$ cat src/rtl/cipher_pkg.sv
// Shared types, default widths and helpers for the stream XOR cipher.
// Pure declarations: no logic, no latency, no flow control.
// Imported by stream_xor_cipher and cipher_out_reg.
package cipher_pkg;

  localparam int CIPHER_DATA_W = 8;
  localparam int CIPHER_LEN_W  = 8;

  typedef enum logic [1:0] {
    IDLE,
    SEED,
    RUN,
    DRAIN
  } cipher_state_t;

  function automatic logic parity8(input logic [7:0] b);
    return ^b;
  endfunction

endpackage

$ cat src/rtl/cipher_out_reg.sv
// Output byte register (data/valid/last, optional parity under CIPHER_PARITY_EN).
// Latency: one cycle from load_vld to out_valid.
// Backpressure: holds contents while out_valid && !out_ready; a load may replace a byte handed off in the same cycle.
module cipher_out_reg
  import cipher_pkg::*;
#(
  parameter int DATA_W = CIPHER_DATA_W
) (
  input  logic              clk,
  input  logic              reset,
  input  logic              load_vld,
  input  logic [DATA_W-1:0] load_dat,
  input  logic              load_last,
  input  logic              out_ready,
  output logic              out_valid,
  output logic [DATA_W-1:0] out_data,
  output logic              out_last
`ifdef CIPHER_PARITY_EN
  ,
  output logic              out_parity
`endif
);

  logic              valid_q, valid_d;
  logic [DATA_W-1:0] data_q, data_d;
  logic              last_q, last_d;
`ifdef CIPHER_PARITY_EN
  logic              parity_q, parity_d;
`endif

  always_comb begin
    valid_d = valid_q;
    data_d  = data_q;
    last_d  = last_q;
`ifdef CIPHER_PARITY_EN
    parity_d = parity_q;
`endif
    if (load_vld) begin
      valid_d = 1'b1;
      data_d  = load_dat;
      last_d  = load_last;
`ifdef CIPHER_PARITY_EN
      parity_d = parity8(load_dat);
`endif
    end else if (out_ready) begin
      // Data is left in place after hand-off; only the qualifiers clear.
      valid_d = 1'b0;
      last_d  = 1'b0;
    end
  end

  always_ff @(posedge clk) begin
    if (!reset) begin
      valid_q <= 1'b0;
      data_q  <= '0;
      last_q  <= 1'b0;
`ifdef CIPHER_PARITY_EN
      parity_q <= 1'b0;
`endif
    end else begin
      valid_q <= valid_d;
      data_q  <= data_d;
      last_q  <= last_d;
`ifdef CIPHER_PARITY_EN
      parity_q <= parity_d;
`endif
    end
  end

  assign out_valid = valid_q;
  assign out_data  = data_q;
  assign out_last  = last_q;
`ifdef CIPHER_PARITY_EN
  assign out_parity = parity_q;
`endif

endmodule

$ cat src/rtl/stream_xor_cipher.sv
// XORs message bytes with an external LFSR keystream; optional out_parity under CIPHER_PARITY_EN.
// Latency: one cycle from input accept to out_valid; 1 byte/cycle sustained.
// Backpressure: in_ready drops in the same cycle out_valid && !out_ready; no LFSR step without an accept.
module stream_xor_cipher
  import cipher_pkg::*;
#(
  parameter int DATA_W = CIPHER_DATA_W,
  parameter int LEN_W  = CIPHER_LEN_W
) (
  input  logic              clk,
  input  logic              reset,
  input  logic              start,
  input  logic [DATA_W-1:0] seed_in,
  input  logic [LEN_W-1:0]  msg_len,
  input  logic [DATA_W-1:0] ks_in,
  output logic              ks_load,
  output logic [DATA_W-1:0] ks_seed,
  output logic              ks_step,
  input  logic              in_valid,
  output logic              in_ready,
  input  logic [DATA_W-1:0] in_data,
  output logic              out_valid,
  input  logic              out_ready,
  output logic [DATA_W-1:0] out_data,
  output logic              out_last,
  output logic              busy,
  output logic              done
`ifdef CIPHER_PARITY_EN
  ,
  output logic              out_parity
`endif
);

  cipher_state_t     state_q, state_d;
  logic [DATA_W-1:0] seed_q, seed_d;
  logic [LEN_W-1:0]  len_q, len_d;
  logic [LEN_W-1:0]  cnt_q, cnt_d;
  logic              done_q, done_d;
  logic              accept;

  always_comb begin
    state_d  = state_q;
    seed_d   = seed_q;
    len_d    = len_q;
    cnt_d    = cnt_q;
    done_d   = 1'b0;
    in_ready = 1'b0;
    accept   = 1'b0;
    case (state_q)
      IDLE: begin
        if (start) begin
          seed_d  = seed_in;
          len_d   = msg_len;
          cnt_d   = '0;
          state_d = SEED;
        end
      end
      SEED: begin
        if (len_q == '0) begin
          state_d = IDLE;
          done_d  = 1'b1;
        end else begin
          state_d = RUN;
        end
      end
      RUN: begin
        in_ready = (!out_valid || out_ready) && (cnt_q < len_q);
        accept   = in_valid && in_ready;
        if (accept) begin
          cnt_d = cnt_q + LEN_W'(1);
          if (cnt_d == len_q) begin
            state_d = DRAIN;
          end
        end
      end
      DRAIN: begin
        if (out_valid && out_ready) begin
          state_d = IDLE;
          done_d  = 1'b1;
        end
      end
      default: state_d = IDLE;
    endcase
  end

  always_ff @(posedge clk) begin
    if (!reset) begin
      state_q <= IDLE;
      seed_q  <= '0;
      len_q   <= '0;
      cnt_q   <= '0;
      done_q  <= 1'b0;
    end else begin
      state_q <= state_d;
      seed_q  <= seed_d;
      len_q   <= len_d;
      cnt_q   <= cnt_d;
      done_q  <= done_d;
    end
  end

  assign ks_load = (state_q == SEED);
  assign ks_seed = seed_q;
  assign ks_step = accept;
  assign busy    = (state_q != IDLE);
  assign done    = done_q;

  cipher_out_reg #(
    .DATA_W(DATA_W)
  ) u_out_reg (
    .clk       (clk),
    .reset     (reset),
    .load_vld  (accept),
    .load_dat  (in_data ^ ks_in),
    .load_last (cnt_q == len_q - LEN_W'(1)),
    .out_ready (out_ready),
    .out_valid (out_valid),
    .out_data  (out_data),
    .out_last  (out_last)
`ifdef CIPHER_PARITY_EN
    ,
    .out_parity(out_parity)
`endif
  );

endmodule
$ cat config.mk
export PLATFORM = sky130hd
export DESIGN_NAME = stream_xor_cipher
export DESIGN_NICKNAME = d
export VERILOG_FILES = /design/src/rtl/cipher_pkg.sv /design/src/rtl/cipher_out_reg.sv /design/src/rtl/stream_xor_cipher.sv
export SDC_FILE = /design/constraint.sdc
export NUM_CORES = 1
export LEC_CHECK = 0
export CAP_MARGIN = 20
export CELL_PAD_IN_SITES_DETAIL_PLACEMENT = 1
export CELL_PAD_IN_SITES_GLOBAL_PLACEMENT = 1
export CORE_ASPECT_RATIO = 0.6
export CORE_MARGIN = 5
export CORE_UTILIZATION = 43
export CTS_BUF_LIST = sky130_fd_sc_hd__clkbuf_2
export DETAILED_ROUTE_END_ITERATION = 7
export DONT_BUFFER_PORTS = 1
export GPL_TIMING_DRIVEN = 0
export HOLD_SLACK_MARGIN = 0.05
export PLACE_DENSITY = 0.77
export SYNTH_ARGS = -nofsm -noshare
export SYNTH_HDL_FRONTEND = slang
export SYNTH_SLANG_ARGS = --single-unit
$ cat constraint.sdc
create_clock -name clk -period 2.1 [get_ports clk]
set_clock_uncertainty 0.1 [all_clocks]
set_input_delay 0.315 -clock clk [delete_from_list [all_inputs] [get_ports clk]]
set_output_delay 0.315 -clock clk [all_outputs]
set_load 0.1 [all_outputs]
==> metrics.txt <==
ratio of cells with drive above 1 in the final layout=0.236; actual slew at the worst max-slew pin=1.01 ns; # IOs=60; flops & latches, synth=37; Crit. End Element=output port; clk root buf=clkbuf_2; Main synth FF type=dfxtp_1; hpwl dp=~5000 microns; Syn Std Cell Area=between 2000 and 2500 sq um; via count=roughly 2200; Setup violations, final=20; first-pass GRT wire length=11700 microns; GRT Util Overall=0.232; Distinct cells, synth=47; fin crit period=between 2 and 3 ns; ANT nets after route=0; Multi-input gate area=roughly 1500 sq um; CTS Buf Count=5; GRT overflow=0; drt drc=0; Nets=between 300 and 400; clock sinks=37; Starting Density=0.436; clk_lat worst skew=0.43 ns; failing checks=negative setup slack; Max Cap Viol=0; period utilization=1.24; largest net degree at the start of global routing=12; WP data required=about 1.7 ns; fmax=~0.38 GHz; worst path arrival time=~2.2 ns; Slew Viols, Final=0; initial drt markers=between 100 and 150; most common cell after layout, fill and taps aside=nand2_1; CP Launch Type=flip-flop; worst hold slack=about 0.049 ns; PnR worst setup slack=-0.507 ns; Port Buffers=0; Routed WL per cell=21.7 microns; vias in the first global route=about 2200; crit path kind=flip-flop to output port; sequential area share after synthesis=0.343; H-tree depth=2; Placer Congestion=around 0.8; CTS clk-pin slew, worst paths=~0.21 ns; via/cell ratio=slightly below 6; ANT cells=0; fillcell total=approximately 560; leak pwr=approximately 0.0012 uW; area grow syn2layout=38.6%; final wirelength=8240 microns; Seq. cell area=approximately 760 sq um; Chip Height=64.9 microns; status=finished, violations left; Placed Instances=about 330; syn_nets=~310; Setup TNS Final=-7.27 ns; Final Hold Fails=0; maximum clock path buffer count=2; Layout Cells excl Fill=379; peak supply drop=around 0.37 mV; Die Wd=between 100 and 150 microns; Post-synth EDFFs=0; Util after Layout=0.605; commonest cells after routing, fill and taps aside=nand2_1, dlygate4sd3_1, dfxtp_1, xnor2_1, a21boi_0; CTS tree=done; fraction of registers with async set/reset=0; hold crit path type=input pin to flip-flop; Power Dens Cells=603 nW/um^2; Syn Inst Count=261; initial antenna violation count=0; row count=20; drt first pass iters=5; RSZ-0062 raised after global routing=yes; Die ar.=between 6000 and 7000 sq um; Rel. slew slack=0.325; Yosys warning count=0; crit path max fanout=8; Core Region=approximately 5000 sq um; syn_area_per_cell=about 8.3 sq um
## metrics by stage
stage          cell area, sq um  setup slack [ns]  total power (uW)
6_report                   3000            -0.507              1810
5_1_grt                    3000            -0.608              1890
4_1_cts                    2670            -0.475              1710
3_5_place_dp               2290            -0.332              1310
3_3_place_gp               2290            -0.333              1300
2_1_floorplan              2210           -0.0115              1220
## synthesized netlist by cell type, types with 2 or more instances
library cell	n	area, sq um
nor3_1	4	20.0
inv_1	10	37.5
nor2_1	6	22.5
a21oi_1	7	35.0
buf_2	2	10.0
a31o_1	2	17.5
xor2_1	5	43.8
o211a_1	8	80.1
o21ai_0	8	40.0
and3_1	6	37.5
a21boi_0	16	120
and2_1	4	25.0
nand2_1	50	188
clkbuf_1	11	41.3
dfxtp_1	37	741
a31oi_1	8	50.1
xnor2_1	17	149
buf_4	2	15.0
nand4_1	3	18.8
nor2b_1	5	31.3
ha_1	10	125
nand2b_1	8	50.1
nand3_1	5	25.0
o211ai_1	4	30.0
## where the power goes
group / leakage [uW] / switching [uW] / internal [uW]
sequential: 0.000307 / 189 / 738
combinational: 0.000904 / 306 / 226
clock: 0.0000327 / 266 / 83.5
total: 0.00124 / 761 / 1050
## cells by family after synthesis
kind of cell | count (synthesis) | synth area share
AOI/OAI and AO/OA | 65 | 0.220
buffers and inverters | 26 | 0.0532
adders and majority gates | 10 | 0.0579
DFF | 37 | 0.343
xor gates and xnor gates | 22 | 0.0891
and+or+nand+nor | 101 | 0.237
## final timing paths
path / startpoint / endpoint / slack [ns] / cells after the start
max: cnt_q[3]$_SDFFE_PN0P_ / in_ready / -0.51 / 5
min: in_data[5] / u_out_reg.out_data[5]$_SDFFE_PN0P_ / 0.05 / 3
max reg2reg: cnt_q[4]$_SDFFE_PN0P_ / u_out_reg.out_data[4]$_SDFFE_PN0P_ / -0.41 / 12
min reg2reg: len_q[4]$_SDFFE_PN0P_ / len_q[4]$_SDFFE_PN0P_ / 0.46 / 2
## registers in the layout, summed over array words and instances (netlist names), named ones only
| register | count |
|---|---|
| state_q | 1 |
| ks_seed | 8 |
| u_out_reg.out_valid | 1 |
| u_out_reg.out_data | 8 |
| done | 1 |
| len_q | 8 |
| u_out_reg.out_last | 1 |
| cnt_q | 8 |
## layer usage
metal	share of wire	global-route usage	wire length, microns	vias to the layer above
met5	0	0	0	-
met4	0.013	0.0647	104	0
met3	0.068	0.0688	564	11
met2	0.49	0.359	4000	80
met1	0.43	0.312	3570	1107
li1	-	-	-	1013
## critical path, stage by stage, from the launching register on
cell	delay (ns)
dfxtp_1	0.59
ha_1	0.33
a21oi_1	0.22
a21oi_2	0.12
nor2_2	0.15
and2_4	0.35
## final cells by class
type | instances | area share
buffer | 16 | 0.0413
clock buffer | 6 | 0.0100
clock inverter | 2 | 0.00334
inverter | 10 | 0.0154
multi-input combinational | 198 | 0.489
sequential | 37 | 0.255
tap | 66 | 0.0276
timing repair buffer | 44 | 0.158
## repair_timing
action / in CTS / in global routing
cloned: 1 / 2
gates resized for setup: 22 / 34
hold buffers: 18 / 11
setup buffers: 7 / 6
pin swaps: 6 / 9
endpoints found under the hold margin: 19 / 6
endpoints found under the setup margin: 21 / 31
Note: power is estimated with default switching activity, not from simulation.
